===== config.mk =====
export PLATFORM = sky130hd
export DESIGN_NAME = pipeline_hazard_ctrl
export DESIGN_NICKNAME = d
export VERILOG_FILES = /design/src/rtl/pipeline_hazard_ctrl.sv
export SDC_FILE = /design/constraint.sdc
export NUM_CORES = 1
export LEC_CHECK = 0
export CORE_UTILIZATION = 52
export CTS_BUF_LIST = sky130_fd_sc_hd__clkbuf_4 sky130_fd_sc_hd__clkbuf_8
export DETAILED_ROUTE_END_ITERATION = 16
export GPL_ROUTABILITY_DRIVEN = 0
export GPL_TIMING_DRIVEN = 1
export PLACE_DENSITY = 0.87
export SETUP_SLACK_MARGIN = 0.15
export SLEW_MARGIN = 40
export SYNTH_ARGS = -nofsm -noshare
export SYNTH_HDL_FRONTEND = slang
export SYNTH_SLANG_ARGS = --single-unit

===== constraint.sdc =====
create_clock -name clk -period 4.95 [get_ports clk]
set_input_delay 1.2375 -clock clk [delete_from_list [all_inputs] [get_ports clk]]
set_output_delay 1.2375 -clock clk [all_outputs]
set_load 0.02 [all_outputs]

===== src/rtl/pipeline_hazard_ctrl.sv =====
// Central stall/bubble/flush sequencer for the Fetch-Decode-Exec-Mem pipeline.
// Handles RAW hazards (no forwarding), taken-jump flushes, data-memory wait and debug halts.
module pipeline_hazard_ctrl #(
   parameter int DRAIN_CYCLES = 2,
   parameter int COUNT_WIDTH  = 16
) (
   input  logic                   clk,
   input  logic                   reset,
   input  logic [4:0]             dec_rs1_idx,
   input  logic [4:0]             dec_rs2_idx,
   input  logic                   dec_rs1_used,
   input  logic                   dec_rs2_used,
   input  logic [4:0]             ex_rd_idx,
   input  logic                   ex_reg_write_enable,
   input  logic [4:0]             mem_rd_idx,
   input  logic                   mem_reg_write_enable,
   input  logic                   jump_enable,
   input  logic                   mem_busy,
   input  logic [1:0]             debug,
   output logic                   stall_fetch,
   output logic                   stall_decode,
   output logic                   stall_exec,
   output logic                   stall_mem,
   output logic                   bubble_exec,
   output logic                   flush_decode,
   output logic                   halted,
   output logic [1:0]             halt_cause,
   output logic [COUNT_WIDTH-1:0] stall_cycles
);

   typedef enum logic [1:0] {
      ST_RUN      = 2'b00,
      ST_MEM_WAIT = 2'b01,
      ST_DRAIN    = 2'b10,
      ST_HALTED   = 2'b11
   } state_t;

   localparam logic [3:0]             DRAIN_LOAD = 4'(DRAIN_CYCLES);
   localparam logic [COUNT_WIDTH-1:0] CNT_MAX    = {COUNT_WIDTH{1'b1}};
   localparam logic [COUNT_WIDTH-1:0] CNT_ONE    = {{(COUNT_WIDTH-1){1'b0}}, 1'b1};

   state_t                 state_q, state_d;
   logic [3:0]             drain_q, drain_d;
   logic [1:0]             cause_q, cause_d;
   logic                   flush_pend_q, flush_pend_d;
   logic [COUNT_WIDTH-1:0] stall_cnt_q, stall_cnt_d;
   logic                   hazard_s;
   logic                   halt_req_s;

   // x0 is hard-wired to zero, so a write to it never creates a dependency.
   function automatic logic src_hazard(
      input logic       used,
      input logic [4:0] idx,
      input logic [4:0] ex_rd,
      input logic       ex_we,
      input logic [4:0] mem_rd,
      input logic       mem_we
   );
      return used && (idx != 5'd0) &&
             ((ex_we && (idx == ex_rd)) || (mem_we && (idx == mem_rd)));
   endfunction

   assign hazard_s = src_hazard(dec_rs1_used, dec_rs1_idx, ex_rd_idx, ex_reg_write_enable,
                                mem_rd_idx, mem_reg_write_enable) ||
                     src_hazard(dec_rs2_used, dec_rs2_idx, ex_rd_idx, ex_reg_write_enable,
                                mem_rd_idx, mem_reg_write_enable);
   assign halt_req_s = (debug == 2'b01) || (debug == 2'b10);

   // Sequencer next-state and per-stage stall/bubble decode
   always_comb begin
      state_d      = state_q;
      drain_d      = drain_q;
      cause_d      = cause_q;
      stall_fetch  = 1'b0;
      stall_decode = 1'b0;
      stall_exec   = 1'b0;
      stall_mem    = 1'b0;
      bubble_exec  = 1'b0;
      halted       = 1'b0;
      case (state_q)
         ST_RUN: begin
            if (halt_req_s) begin
               stall_fetch  = 1'b1;
               stall_decode = 1'b1;
               bubble_exec  = 1'b1;
               cause_d      = debug;
               drain_d      = DRAIN_LOAD;
               state_d      = ST_DRAIN;
            end else if (mem_busy) begin
               stall_fetch  = 1'b1;
               stall_decode = 1'b1;
               stall_exec   = 1'b1;
               stall_mem    = 1'b1;
               state_d      = ST_MEM_WAIT;
            end else if (hazard_s) begin
               stall_fetch  = 1'b1;
               stall_decode = 1'b1;
               bubble_exec  = 1'b1;
               state_d      = ST_RUN;
            end else begin
               state_d      = ST_RUN;
            end
         end
         ST_MEM_WAIT: begin
            stall_fetch  = 1'b1;
            stall_decode = 1'b1;
            stall_exec   = 1'b1;
            stall_mem    = 1'b1;
            if (!mem_busy) begin
               state_d = ST_RUN;
            end else begin
               state_d = ST_MEM_WAIT;
            end
         end
         ST_DRAIN: begin
            stall_fetch  = 1'b1;
            stall_decode = 1'b1;
            // A busy memory freezes the drain: Exec/Mem hold instead of receiving a bubble.
            if (mem_busy) begin
               stall_exec  = 1'b1;
               stall_mem   = 1'b1;
               bubble_exec = 1'b0;
            end else begin
               bubble_exec = 1'b1;
               drain_d     = drain_q - 4'd1;
               if (drain_q <= 4'd1) begin
                  state_d = ST_HALTED;
               end else begin
                  state_d = ST_DRAIN;
               end
            end
         end
         ST_HALTED: begin
            stall_fetch  = 1'b1;
            stall_decode = 1'b1;
            stall_exec   = 1'b1;
            stall_mem    = 1'b1;
            halted       = 1'b1;
         end
         default: begin
            stall_fetch  = 1'b1;
            stall_decode = 1'b1;
            stall_exec   = 1'b1;
            stall_mem    = 1'b1;
            state_d      = ST_RUN;
         end
      endcase
   end

   // Pending jump flush and saturating stall-cycle counter
   always_comb begin
      flush_pend_d = flush_pend_q;
      stall_cnt_d  = stall_cnt_q;
      if (flush_pend_q && !stall_decode) begin
         flush_pend_d = 1'b0;
      end else if ((state_q == ST_RUN) && jump_enable && !stall_decode) begin
         flush_pend_d = 1'b1;
      end else begin
         flush_pend_d = flush_pend_q;
      end
      if (stall_decode && (stall_cnt_q != CNT_MAX)) begin
         stall_cnt_d = stall_cnt_q + CNT_ONE;
      end else begin
         stall_cnt_d = stall_cnt_q;
      end
   end

   // State and registered-output flops
   always_ff @(posedge clk or posedge reset) begin
      if (reset) begin
         state_q      <= ST_RUN;
         drain_q      <= 4'd0;
         cause_q      <= 2'b00;
         flush_pend_q <= 1'b0;
         stall_cnt_q  <= '0;
      end else begin
         state_q      <= state_d;
         drain_q      <= drain_d;
         cause_q      <= cause_d;
         flush_pend_q <= flush_pend_d;
         stall_cnt_q  <= stall_cnt_d;
      end
   end

   assign flush_decode = flush_pend_q;
   assign halt_cause   = cause_q;
   assign stall_cycles = stall_cnt_q;

endmodule


* Word level (Yosys, flattened, before mapping) *
Index checks and enable logic that the tools add are counted.

operators by class
  add/sub/neg operators = 2
  reductions and logical operators = 28
  equality and inequality tests = 12
  magnitude comparators = 1
  muxes and demuxes = 22

operators by type and width
  cell                                                             count
  == test 5 bit                                                    4
  adder 16 x 1 -> 16 bit (second input constant)                   1
  inequality test 16 bit (second input constant)                   1
  two-way mux 1 bit                                                13
  logical AND 1 bit                                                12
  nonzero test 5 bit                                               2
  two-way mux 4 bit                                                2
  case mux 4 bit (2 select lines)                                  1
  == test 2 bit (second input constant)                            3
  case mux 2 bit (3 select lines)                                  1
  == test 2 x 1 -> 1 bit (second input constant)                   2
  less-or-equal comparator 4 x 1 -> 1 bit (second input constant)  1
  logical OR 1 bit                                                 4
  two-way mux 2 bit                                                2
  inequality test 2 bit (second input constant)                    2
  case mux 1 bit (2 select lines)                                  2
  AND reduction 2 bit                                              2
  nonzero test 2 bit                                               2
  subtractor 4 x 1 -> 4 bit (second input constant)                1
  case mux 1 bit (3 select lines)                                  1
  AND reduction 3 bit                                              1
  nonzero test 3 bit                                               1
  OR reduction 3 bit                                               1
  logical NOT 2 bit                                                1
  other kinds (2)                                                  2

storage, ports and cells
  word-level logic and storage cells = 70
  flip-flop bits (word level) = 25
  output and inout bits = 25
  input bits = 30

* Logic depth before layout (Yosys ltp) *
  word-level depth = 13
  gate-level depth with buffers = 8
  mapped depth without buffers = 7

* Worst setup path before layout *
Ideal clock, no wire load.

  kind = input-to-output
  from = in ex_rd_idx[4]
  to = out stall_fetch
  arrival time = 2.468 ns
  data required time = 3.713 ns
  stages = 6
  slack = 1.244 ns
  path buffers = 2
  cell sequence = xor2_1 -> nor4_2 -> a32oi_1 -> o221ai_4 -> buf_6 -> buf_4

on the way
  cells in the longest elaborated chain, start to end = 9
  elaborated cells between the ends (all ways) = 13
  classes of those cells = eq/ne: 2; mux: 4; reduce/logical: 7

ends and longest elaborated chain
  what                               line  RTL
  start: declaration                 13    input logic [4:0] ex_rd_idx,
  == test 5 bit                      60    ((ex_we && (idx == ex_rd)) || (mem_we && (idx == mem_rd)));
  logical AND 1 bit                  60
  logical OR 1 bit                   60
  logical AND 1 bit                  59    return used && (idx != 5'd0) &&
  logical OR 1 bit *                 64    mem_rd_idx, mem_reg_write_enable) ||
  two-way mux 1 bit * (3 in a row)   -
  case mux 1 bit (2 select lines) *  -
  end: declaration                   20    output logic stall_fetch,

Mark *: on every way between the ends. The rest lies on a longest branch, timed or not.

* Worst setup path in the final report *
  from = in dec_rs1_idx[1]
  to = out stall_fetch

on the way
  cells in the longest elaborated chain, start to end = 9
  elaborated cells between the ends (all ways) = 13
  classes of those cells = eq/ne: 2; mux: 4; reduce/logical: 7

ends and longest elaborated chain
  what                               line  RTL
  start: declaration                 9     input logic [4:0] dec_rs1_idx,
  == test 5 bit                      60
  logical AND 1 bit                  60
  logical OR 1 bit                   60
  logical AND 1 bit *                59
  logical OR 1 bit *                 64
  two-way mux 1 bit *                95    end else if (hazard_s) begin
  two-way mux 1 bit *                89    end else if (mem_busy) begin
  two-way mux 1 bit *                82    if (halt_req_s) begin
  case mux 1 bit (2 select lines) *  80    case (state_q)

Marks and branches as above.

==> results by stage <==
Cells and area:
- The repair_antennas step left the layout with diodes totalling 0.
- The fraction of layout instances using a drive strength above 1 is under 10%.
- For this run, the post-layout net count is between 200 and 300.
- The final standard cell utilization of the core is 75.12%.
- The area growth from synthesis to layout is 34.14%.
- Once layout is complete, the cells apart from fillers number 279.

Global routing:
- Summed over all layers, the global routing overflow is 0.
- The number of antenna violations at the first check in global routing is 0.
- For this run, the total global-route usage over all layers was measured as between 20% and 30%.
- Entering global routing, the biggest net connects 26 pins.
- The via count of the first global-routing pass came to about 1.4k.
- The first-pass GRT wire length is between 6 and 7 mm.

Route:
- The average routed wire per standard cell is between 10 and 15 um.
- In this run the remaining antenna-violating nets after routing total 0.
- The detailed-route vias per instance is around 5.4.
- The initial DRC count is 49.
- The detailed router placed around 1.5k vias in this run.
- After detailed routing, the number of remaining DRC violations is 0.
- The first detailed-routing pass ran for 6 iterations.
- The total wire length after detailed routing is slightly below 4 mm.

Clocking:
- The number of CTS-inserted buffers is 3.
- Once the clock tree was built, the resizer swapped 0 gates to a different size.
- For the worst-skew pair, the clock arrives at the later sink with an insertion delay of 0.32 ns.
- TritonCTS built the clock tree.
- The count of hold-fix buffers inserted at cts is 0.
- After clock tree synthesis, the clock-pin slew on the worst setup and hold paths is 0.14 ns.
- The worst-case clock buffer depth is 2.
- The tree built by TritonCTS fans out to 25 sinks.
- Post-CTS timing repair inserted 0 buffers for setup.
- In this run the number of H-tree levels came out at 1.
- The root buffer cell chosen for the clock tree is sky130_fd_sc_hd__clkbuf_4.

Floorplan:
- The initial utilization of the core area, before any placement, comes to between 50 and 60%.
- The total number of placement rows is 20.
- The die covers between 3000 and 4000 um^2.
- The die is 60.04 um tall.
- The chip width is between 60 and 70 um.
- The core region is around 3100 um^2.
- During I/O placement, the number of pins put on the boundary was 55.

Setup path:
- The category of the most critical setup path is input port to output port.
- The startpoint identified for the worst register-to-register timing path is stall_cycles[2].
- For the worst setup path, the data required time is 3.71 ns.
- The highest fanout seen on the critical path is 5.
- Data arrives at the worst endpoint at around 3.4 ns.
- The worst register-to-register path ends at stall_cycles[1].
- The worst setup path is captured at an output port.
- The setup check on the worst reg-to-reg path leaves a slack of about 3.0 ns.
- Counting cells, the worst reg-to-reg path comes to 5.
- The worst setup path is launched from an input port.

Timing:
- At the pin with the least slew margin, the transition time is around 0.52 ns.
- The final-report setup violation count is 0.
- The share of the cycle needed by the critical path after routing is ~93%.
- The highest clock frequency the design can meet is 217.0 MHz.
- The worst hold-check slack is 0.5165 ns.
- The number of endpoints with negative hold slack in the final report was 0.
- Summed over all failing endpoints, the final setup total negative slack is 0 ns.
- The max-slew violation count is 0.
- The routed design could run at a clock period as short as around 4.6 ns.
- The final setup skew is roughly 0.0025 ns.
- Setup repair after global routing left no endpoint under its margin.
- The worst relative slew slack is about two thirds.

Synth:
- The compound-gate portion of the synthesized area is between 10% and 20%.
- The number of nets handed over by synthesis was approximately 220.
- By area, the combinational part of the netlist is dominated by simple AND/OR/NAND/NOR gates.
- The register bit count reported by yosys is 25.
- The synthesized netlist devotes a little over a fifth of its cell area to simple gates.
- In the synthesized netlist, mux cells make up 3.286% of the area.
- Sequential elements use between 30 and 40% of the synthesized area.
- The Yosys warning count is 0.
- The cell count after synthesis is 183.
- The count of distinct cell types in the synthesized netlist is 39.
- The mapped netlist covers roughly 1800 um^2.
- A synthesized cell averages about 9.6 um^2.
- The adder-cell share of the synthesized area is 6.429%.
- The share of the synthesized netlist area taken by xor and xnor gates is between 15 and 20%.

Worst hold path:
- The hold path startpoint is stall_cycles[5].
- The worst hold path terminates at stall_cycles[5].
- Along the worst hold path, the cell count comes to 1.
- The worst hold-check path type is flop to flop.

Run status:
- The run finished with clean final reports.

Power:
- The worst-case IR drop observed on VDD is between 0.0003 and 0.0004 V.
- Power comes to just over 1 mW.
- In this run the static leakage power is between 0.9 and 1 nW.
- The power density of the placed cells is between 400 and 500 nW/um^2.

Place:
- Buffers placed on the I/O ports in this run total 54.
- The number of placed instances, taps included, is between 200 and 300.
- The HPWL after detailed placement is ~3.1 mm.

Flow run:
- The max-capacitance violation count is 0.
## cells in the mapped netlist
| cell | number | share of area, % |
|---|---|---|
| sky130_fd_sc_hd__clkbuf_1 | 4 | 0.86 |
| sky130_fd_sc_hd__a21oi_1 | 7 | 2.0 |
| sky130_fd_sc_hd__nor4_2 | 1 | 0.71 |
| sky130_fd_sc_hd__or4_1 | 2 | 0.86 |
| sky130_fd_sc_hd__mux2_4 | 1 | 0.86 |
| sky130_fd_sc_hd__mux2_2 | 1 | 0.64 |
| sky130_fd_sc_hd__a21o_1 | 2 | 0.86 |
| sky130_fd_sc_hd__dfrtp_1 | 25 | 36 |
| sky130_fd_sc_hd__o21ai_0 | 4 | 1.1 |
| sky130_fd_sc_hd__nand2b_1 | 1 | 0.36 |
| sky130_fd_sc_hd__and4_1 | 3 | 1.5 |
| sky130_fd_sc_hd__and3_1 | 6 | 2.1 |
| sky130_fd_sc_hd__buf_6 | 1 | 0.64 |
| sky130_fd_sc_hd__o221ai_4 | 1 | 1.5 |
| sky130_fd_sc_hd__buf_4 | 2 | 0.86 |
| sky130_fd_sc_hd__nor2b_1 | 1 | 0.36 |
| sky130_fd_sc_hd__a22o_1 | 3 | 1.5 |
| sky130_fd_sc_hd__nand4_1 | 8 | 2.9 |
| sky130_fd_sc_hd__mux2_1 | 1 | 0.64 |
| sky130_fd_sc_hd__mux2i_1 | 2 | 1.1 |
| sky130_fd_sc_hd__nor4_1 | 5 | 1.8 |
| sky130_fd_sc_hd__a211oi_1 | 1 | 0.43 |
| sky130_fd_sc_hd__and2_1 | 5 | 1.8 |
| sky130_fd_sc_hd__buf_1 | 1 | 0.21 |
| sky130_fd_sc_hd__nand2_1 | 10 | 2.1 |
| sky130_fd_sc_hd__a22oi_1 | 1 | 0.43 |
| sky130_fd_sc_hd__ha_1 | 9 | 6.4 |
| sky130_fd_sc_hd__xor2_1 | 17 | 8.5 |
| sky130_fd_sc_hd__nand3b_1 | 1 | 0.43 |
| sky130_fd_sc_hd__o22ai_1 | 3 | 1.1 |
| sky130_fd_sc_hd__nand3_1 | 6 | 1.7 |
| sky130_fd_sc_hd__o21ai_2 | 2 | 1.0 |
| sky130_fd_sc_hd__xnor2_1 | 19 | 9.5 |
| sky130_fd_sc_hd__nand4b_1 | 2 | 1.0 |
| sky130_fd_sc_hd__inv_1 | 8 | 1.7 |
| sky130_fd_sc_hd__nor2_1 | 11 | 2.4 |
| sky130_fd_sc_hd__a32oi_1 | 2 | 1.0 |
| sky130_fd_sc_hd__o22a_1 | 1 | 0.50 |
| sky130_fd_sc_hd__nor3_1 | 3 | 0.86 |
## flip-flops by register name, indices dropped and copies added, names as in the netlist
signal,count
state_q,2
drain_q,4
flush_decode,1
stall_cycles,16
halt_cause,2
## report_power, final
part / total [mW] / internal (mW) / switching [mW] / leakage [nW]
registers: 0.337 / 0.268 / 0.0692 / 0.321
clock network: 0.0949 / 0.0309 / 0.0639 / 0.0139
logic: 0.573 / 0.278 / 0.295 / 0.658
## logic make-up (layout without fill, tap and decap cells)
logic type	Yosys count	count (layout)
simple gates	65	65
xor+xnor	36	36
compound gates	27	27
flops	25	25
buf+inv	16	68
fa+ha+maj	9	9
mux	5	5
## routing by layer
| metal | vias up | GRT usage (%) | wire [um] |
|---|---|---|---|
| li1 | 762 | - | - |
| met1 | 705 | 30.93 | 1857 |
| met2 | 45 | 39.68 | 1817 |
| met3 | 4 | 3.896 | 237 |
| met4 | 0 | 10.63 | 59 |
| met5 | - | 0 | 0 |
## worst max path at each step
stage | start | endpoint | depth (start not counted) | slack (ns)
after floorplan | ex_rd_idx[4] | stall_fetch | 6 | 1.24
after CTS | dec_rs1_idx[1] | bubble_exec | 8 | 0.26
final | dec_rs1_idx[1] | stall_fetch | 6 | 0.34
after global routing | dec_rs2_idx[4] | stall_decode | 6 | 0.21
after global placement | ex_rd_idx[1] | bubble_exec | 8 | 0.26
after detailed placement | dec_rs1_idx[1] | bubble_exec | 8 | 0.26
## placed cells by master (no fill, tap or decap), drive strengths merged, types with 5 or more instances in the layout
cell type      Yosys  final
nor4               6      6
nand3              6      6
a21oi              7      7
nand2             10     10
xor2              17     17
nand4              8      8
and3               6      6
dfrtp             25     25
xnor2             19     19
o21ai              6      6
and2               5      5
inv                8      8
nor2              11     11
clkdlybuf4s50      0     53
ha                 9      9
## worst max-delay path, stage by stage
cell                              delay [ns]
sky130_fd_sc_hd__clkdlybuf4s50_1        0.48
sky130_fd_sc_hd__xor2_1                 0.19
sky130_fd_sc_hd__nor4_1                 0.32
sky130_fd_sc_hd__a32oi_1                0.17
sky130_fd_sc_hd__o221ai_4               0.30
sky130_fd_sc_hd__clkdlybuf4s50_1        0.66
## cell type report
cell class,instances,area (um^2)
clock buffer,3,22.52
clock inverter,1,7.507
fill,240,778.2
inverter,8,30.03
multi-input combinational,142,1051
sequential,25,625.6
tap,44,55.05
timing repair buffer,56,558.0
## per-stage QoR
stage / worst slack [ns] / cell area (um^2)
6_report: 0.3411 / 2350
5_1_grt: 0.2134 / 2350
4_1_cts: 0.2571 / 2347
3_5_place_dp: 0.2579 / 2317
3_3_place_gp: 0.2572 / 2317
2_1_floorplan: 1.244 / 1752
(Power assumes the default switching activity.)
